--- src/rtl/key_debounce.sv ---
// Push-button conditioner: two-flop synchroniser, stable-time bounce filter,
// registered debounced level plus one-cycle press/release strobes.
module key_debounce #(
  parameter int DEB_CNT = 999999,
  parameter int CNT_W   = 20
) (
  input  logic sclk,
  input  logic rst,
  input  logic key_in,
  output logic key_level,
  output logic key_n_out,
  output logic key_press,
  output logic key_release
);

  localparam logic [1:0] IDLE       = 2'd0;
  localparam logic [1:0] PRESS_FILT = 2'd1;
  localparam logic [1:0] DOWN       = 2'd2;
  localparam logic [1:0] REL_FILT   = 2'd3;

  localparam logic [CNT_W-1:0] DEB_MAX = CNT_W'(DEB_CNT);

  logic             s1;
  logic             s2;
  logic [1:0]       state;
  logic [CNT_W-1:0] cnt;

  // key_n_out is kept as its own flop so the flasher reset is glitch-free.
  always_ff @(posedge sclk) begin
    if (rst) begin
      s1          <= 1'b1;
      s2          <= 1'b1;
      state       <= IDLE;
      cnt         <= '0;
      key_level   <= 1'b0;
      key_n_out   <= 1'b1;
      key_press   <= 1'b0;
      key_release <= 1'b0;
    end else begin
      s1          <= key_in;
      s2          <= s1;
      key_press   <= 1'b0;
      key_release <= 1'b0;
      case (state)
        IDLE: begin
          cnt <= '0;
          if (!s2) state <= PRESS_FILT;
        end
        PRESS_FILT: begin
          if (s2) begin
            state <= IDLE;
            cnt   <= '0;
          end else if (cnt == DEB_MAX) begin
            state     <= DOWN;
            cnt       <= '0;
            key_level <= 1'b1;
            key_n_out <= 1'b0;
            key_press <= 1'b1;
          end else begin
            cnt <= cnt + CNT_W'(1);
          end
        end
        DOWN: begin
          cnt <= '0;
          if (s2) state <= REL_FILT;
        end
        REL_FILT: begin
          if (!s2) begin
            state <= DOWN;
            cnt   <= '0;
          end else if (cnt == DEB_MAX) begin
            state       <= IDLE;
            cnt         <= '0;
            key_level   <= 1'b0;
            key_n_out   <= 1'b1;
            key_release <= 1'b1;
          end else begin
            cnt <= cnt + CNT_W'(1);
          end
        end
        default: begin
          state <= IDLE;
          cnt   <= '0;
        end
      endcase
    end
  end

endmodule

--- config.mk ---
export PLATFORM = sky130hd
export DESIGN_NAME = key_debounce
export DESIGN_NICKNAME = d
export VERILOG_FILES = /design/src/rtl/key_debounce.sv
export SDC_FILE = /design/constraint.sdc
export NUM_CORES = 1
export LEC_CHECK = 0
export CAP_MARGIN = 0
export CORE_ASPECT_RATIO = 0.6
export CORE_UTILIZATION = 25
export DETAILED_ROUTE_END_ITERATION = 6
export GPL_TIMING_DRIVEN = 0
export PLACE_DENSITY = 0.52
export SLEW_MARGIN = 10
export SYNTH_ARGS = -nofsm -noshare
export SYNTH_HDL_FRONTEND = slang
export SYNTH_SLANG_ARGS = --single-unit
--- constraint.sdc ---
create_clock -name sclk -period 2.7 [get_ports sclk]
set_input_delay 0.405 -clock sclk [delete_from_list [all_inputs] [get_ports sclk]]
set_output_delay 0.405 -clock sclk [all_outputs]
set_load 0.02 [all_outputs]
==> flow_summary.toml, run 1 <==
[synth]
syn_inst = 136
synth_top_family_by_area = "simple AND/OR/NAND/NOR gates"
yosys_warnings = 0
synthSimpleGateAreaFrac_pct = 29.6
synth_top_area_cell = "dfxtp_1"
syn_nets = 140
ys.flop_type = "dfxtp_1"
netlist_area_mm2 = 0.00121
synth-xor-area-share_pct = 8.66
synth-compound-area-share_pct = 10.6
synthTopCellsByArea = "dfxtp_1 (46%), nor2_1 (4.9%), xnor2_1 (4.3%), xor2_1 (4.3%), nand3_1 (3.3%)"
avgSynthCellArea_um2 = 8.92
netlist.area_leader.share_pct = 46.2
yosysSeqAreaShare_pct = 46.2
ys_types = 38
synthAdderAreaFrac_pct = 1.03
yosys-mux-area-fraction_pct = 0
ys_async_sr_fraction_pct = 0
ys_seq_elements = 28
synth_edf_count = 0

[clock_network]
clkLatencyLatePin_ps = 280
cts_made_buffers = 3
h-tree-depth = 1
cts.sinks = 28
cts_hold_buf = 0
root_buffer = "clkbuf_8"
clkSlewWorstSetupHoldPaths_ps = 90
cts_buffer_depth = 2
post-cts-setup-buffers = 0
cts_tree = "built"
cts_resized = 0

[route]
wl_per_cell_um = 11.5
drt_pass1_iterations = 5
ant_nets = 0
via_per_inst = 4.79
drc_errors = 0
vias = 996
finalWirelength_mm = 2.39
drt_iter0_drc = 43

[final_layout]
drive_gt1_share_pct = 12.4
layout_common_cells = "dfxtp_1 (28), nor2_1 (16), nand2_1 (8), nand3_1 (8), a21oi_1 (7)"
antennaDiodeCount = 0
nets = 150
area_delta_synth_final_pct = 16.5
mostFrequentLayoutCell = "dfxtp_1"
final.fill_count = 479
final_util_pct = 30.7

[global_routing]
grt_max_degree = 17
grt_overflow = 0
grt_pass1_wl_mm = 4.38
antenna_found_initial = 0
grt_pass1_vias = 956
gr-usage-all-layers_pct = 10.7

[floorplanning]
die_h_um = 56.0
die_w_um = 92.0
num_rows = 19
initial_utilization_pct = 26.3
die_area_mm2 = 0.00515
boundaryPins = 7
core_mm2 = 0.00461

[run]
drv_cap = 0

[critical_path]
cp.arrival_ps = 2380
start_kind = "register"
crit_family = "simple AND/OR/NAND/NOR gates"
setup.worst_path.class = "register to register"
critPathBufInv = 1
path_max_fanout = 10
max_stage_delay_ps = 580
critPathSlowestCell = "or4_4"
crit_required_ps = 2850
crit_path_end_kind = "register"
crit_path_cell_trace = "ha_1, nand3_2, or4_4, o211ai_1, clkbuf_1, nor2_1"

[pwr]
switchingPower_w = 0.000156
power_density_mw_per_mm2 = 560
power.share.combinational_pct = 4.1
pwr-share-seq_pct = 53.7
power.share.clock_pct = 42.3
p_leak_nw = 0.425
p_int_w = 0.000636
p_sw_share_pct = 19.7
ir_worst_vdd_uv = 341

[sta]
setup_violations = 0
final-hold-violation-count = 0
fin_ws_ps = 478
max_freq_mhz = 450
tightest_slew_ps = 568
rsz0062_at_grt = "no"
drv_slew = 0
setup-tns-final_ps = 0
finalClockSkew_ps = 6.62
min_period_ps = 2220
fin_crit_sh_pct = 82.3
max_slew_margin_pct = 61.8

[placement]
io_buffers = 5
pre_cts_ws_ps = 489
post-dp-hpwl_mm = 1.80
place.gp.congestion = 0.802

[hold_path]
hold_class = "register to register"

[run_status]
status = "finished clean"
[final timing paths]
path	start	endpoint	slack, ps	cells after the start
max	cnt[0]	cnt[9]	480	6
min	s1	s2	420	1
max reg2reg	cnt[0]	cnt[9]	480	6
min reg2reg	s1	s2	420	1
[power by group through the flow]
stage	Clock [W]	Sequential, W	Combinational, W
3_3_place_gp	0	0.000434	0.0000319
6_report	0.000335	0.000425	0.0000322
3_5_place_dp	0	0.000435	0.0000323
2_1_floorplan	0	0.000441	0.0000113
5_1_grt	0.000358	0.000427	0.0000350
4_1_cts	0.000343	0.000425	0.0000325
[final cells by class]
class / instances / area, um2 / share of cell area, %
Buffer: 6 / 25.0 / 1.77
Clock buffer: 3 / 41.3 / 2.92
Clock inverter: 1 / 30.0 / 2.12
Inverter: 6 / 22.5 / 1.59
Multi-Input combinational cell: 96 / 606 / 42.8
Sequential cell: 28 / 561 / 39.6
Tap cell: 63 / 78.8 / 5.58
Timing Repair Buffer: 5 / 50.0 / 3.54
[per-stage QoR]
stage / cells / power (W) / instance area (um2) / hold WS [ps]
after detailed placement: 204 / 0.000467 / 1340 / 411
after global placement: 204 / 0.000466 / 1340 / 397
after floorplan: 136 / 0.000452 / 1210 / 389
after global routing: 208 / 0.000820 / 1410 / 444
after CTS: 208 / 0.000800 / 1410 / 422
final: 208 / 0.000792 / 1410 / 421
[flip-flops by register name, indices dropped and copies added, names as in the netlist, named ones only]
signal and flops:
key_level 1, cnt 20, key_release 1, key_n_out 1, s2 1, s1 1
key_press 1, state 1
[per-layer routing]
layer | share of wire (%) | global-route usage (%) | vias to the layer above
li1 | - | - | 497
met1 | 51 | 13.8 | 475
met2 | 43 | 16.7 | 17
met3 | 4.2 | 3.69 | 7
met4 | 1.5 | 3.79 | 0
met5 | 0 | 0 | -
[synth_stat cells, types with 4 or more instances]
cell type / count
a21oi_1: 7
clkbuf_1: 4
dfxtp_1: 28
inv_1: 6
nand2_1: 8
nand3_1: 8
nor2_1: 16
nor3_1: 5
nor4_1: 4
xnor2_1: 6
xor2_1: 6
[cell families (layout without fill, tap and decap cells)]
family / count (synthesis) / after routing
and+or+nand+nor: 64 / 64
DFF: 28 / 28
AOI/OAI and AO/OA: 19 / 19
xor gates and xnor gates: 12 / 12
buffers and inverters: 12 / 21
adders and majority gates: 1 / 1
(Power assumes the default switching activity.)
==> run 2: changes to the inputs <==
--- a/config.mk
+++ b/config.mk
@@ -10,7 +10,7 @@
 export CORE_UTILIZATION = 25
 export DETAILED_ROUTE_END_ITERATION = 6
 export GPL_TIMING_DRIVEN = 0
-export PLACE_DENSITY = 0.52
+export PLACE_DENSITY = 0.53
 export SLEW_MARGIN = 10
 export SYNTH_ARGS = -nofsm -noshare
 export SYNTH_HDL_FRONTEND = slang
==> constraint.sdc (replaced) <==
create_clock -name sclk -period 1.9 [get_ports sclk]
set_input_delay 0.285 -clock sclk [delete_from_list [all_inputs] [get_ports sclk]]
set_output_delay 0.285 -clock sclk [all_outputs]
set_load 0.02 [all_outputs]
==> run 2 against run 1 <==
Cell area increased by 6.1%. First-iteration DRC count rose by 93%. Cell count grew 1.4%. Combinational power is 53% higher. Non-clock buffer count increased by 4. Clock skew shrank 3.1 ps. Sequential power up 41%. Utilization up 1.9 points. Fmax grew 21%. Worst setup slack worse by 410 ps. Routed wire length grew 5.9%. Worst hold slack worse by 3.8 ps. Largest cell class unchanged.
==> flow_summary.toml, run 2 (synthesis gave the netlist of run 1 again) <==
[run_status]
status = "finished clean"

[critical_path]
start_kind = "register"
max_stage_delay_ps = 510
reg2reg_from = "cnt[16]"
reg2reg_to = "state[0]"
critPathSlowestCell = "or4_4"
path_max_fanout = 6
cp.arrival_ps = 2010
r2r_cells = 6
critical_path.most_common_cell = "buf_4"
reg2reg_slack_ps = 70
crit_path_end_kind = "register"
setup.worst_path.class = "register to register"
crit_required_ps = 2080
crit_path_cell_trace = "nand3_1, or4_4, or2_1, buf_4, buf_4, and2_2"

[sta]
rsz0062_at_grt = "yes"
min_period_ps = 1830
max_freq_mhz = 546
tightest_slew_ps = 597
finalClockSkew_ps = 3.54
setup_violations = 0
final-hold-violation-count = 0
max_slew_margin_pct = 59.8
fin_crit_sh_pct = 96.5
drv_slew = 0

[clock_network]
cts.sinks = 28
h-tree-depth = 1
root_buffer = "clkbuf_8"
clkSlewWorstSetupHoldPaths_ps = 90
cts_buffer_depth = 2
clkLatencyLatePin_ps = 270
cts_made_buffers = 3
cts_tree = "built"

[route]
drc_errors = 0
via_per_inst = 4.85
wl_per_cell_um = 12.0
drt_iter0_drc = 83
drt_pass1_iterations = 4
finalWirelength_mm = 2.53
ant_nets = 0
vias = 1024

[placement]
place_inst = 204
io_buffers = 5
place.gp.congestion = 0.775
post-dp-hpwl_mm = 1.73

[pwr]
ir_worst_vdd_uv = 197
power_density_mw_per_mm2 = 644
p_leak_nw = 0.459

[final_layout]
largest_register = "cnt"
layout_common_cells = "nor2_1 (16), dfxtp_1 (15), dfxtp_2 (10)"
stdcell_count = 211
final_util_pct = 32.5
nets = 154
drive_gt1_share_pct = 28.4
final.fill_count = 499
mostFrequentLayoutCell = "nor2_1"
area_delta_synth_final_pct = 23.6
antennaDiodeCount = 0
largest_reg_flops = 20

[floorplanning]
die_w_um = 92.0
core_mm2 = 0.00461
num_rows = 19
initial_utilization_pct = 26.3
die_h_um = 56.0
die_area_mm2 = 0.00515
boundaryPins = 7

[global_routing]
antenna_found_initial = 0
gr-usage-all-layers_pct = 10.8
grt_max_degree = 15
grt_pass1_vias = 952
grt_pass1_wl_mm = 4.37
grt_overflow = 0

[hold_path]
min_from = "s1"
worstHoldEndpoint = "s2"
hold_class = "register to register"
min_path_cells = 1

[run]
drv_cap = 0
[run 2: worst max-delay path, delay by kind of cell, from the launching register on]
family                 cells  cell delay (ps)
flip-flops                 1              380
AND/OR/NAND/NOR            4             1070
buffers and inverters      2              290
[run 2: through the flow]
step                worst slack, ps  hold slack, ps  total power (W)  area [um2]  setup TNS, ps
floorplan                      9.04             389         0.000643        1220              0
global placement               -104             393         0.000662        1350          -1850
detailed placement             -127             399         0.000663        1350          -2070
CTS                            4.05             422         0.000977        1460              0
global route                  -1.72             436          0.00101        1500          -1.72
finish                         67.1             417         0.000966        1500              0
[run 2: area by class of cell]
cell class	instances	area [um2]	area share [%]
plain buffers	4	21.3	1.42
clock buffers	3	41.3	2.75
inverters	6	22.5	1.50
multi-input cells	96	657	43.8
flip-flops and latches	28	584	38.9
well taps	63	78.8	5.25
repair buffers	11	95.1	6.34
[run 2: how the worst max path moves through the flow]
stage,startpoint,endpoint,slack [ps],cells after the start
after global placement,cnt[1],cnt[7],-100,6
after CTS,cnt[7],cnt[17],4,5
after detailed placement,cnt[1],cnt[5],-130,6
after floorplan,cnt[1],key_level,9,6
after global routing,cnt[7],cnt[17],-2,4
final,cnt[16],state[0],70,6
[run 2: per-layer routing]
layer  global-route usage [%]  up-vias  wire length, um
li1                         -      510                -
met1                     15.8      497             1310
met2                     15.8       15             1080
met3                     2.46        2              109
met4                     3.13        0               18
met5                        0        -                0
[run 2: where the power goes]
part           total [W]  internal, W  switching [W]
clock           0.000317     0.000143       0.000175
sequential      0.000600     0.000592     0.00000713
combinational  0.0000492    0.0000261      0.0000231
total           0.000966     0.000761       0.000205
[run 2: repair_timing]
action                                  in CTS  in global routing
resized for setup                           10                 16
endpoints found under the hold margin        0                  0
setup buffers                                6                  0
pin swaps                                    4                  2
endpoints found under the setup margin      21                 12
hold buffers                                 0                  0
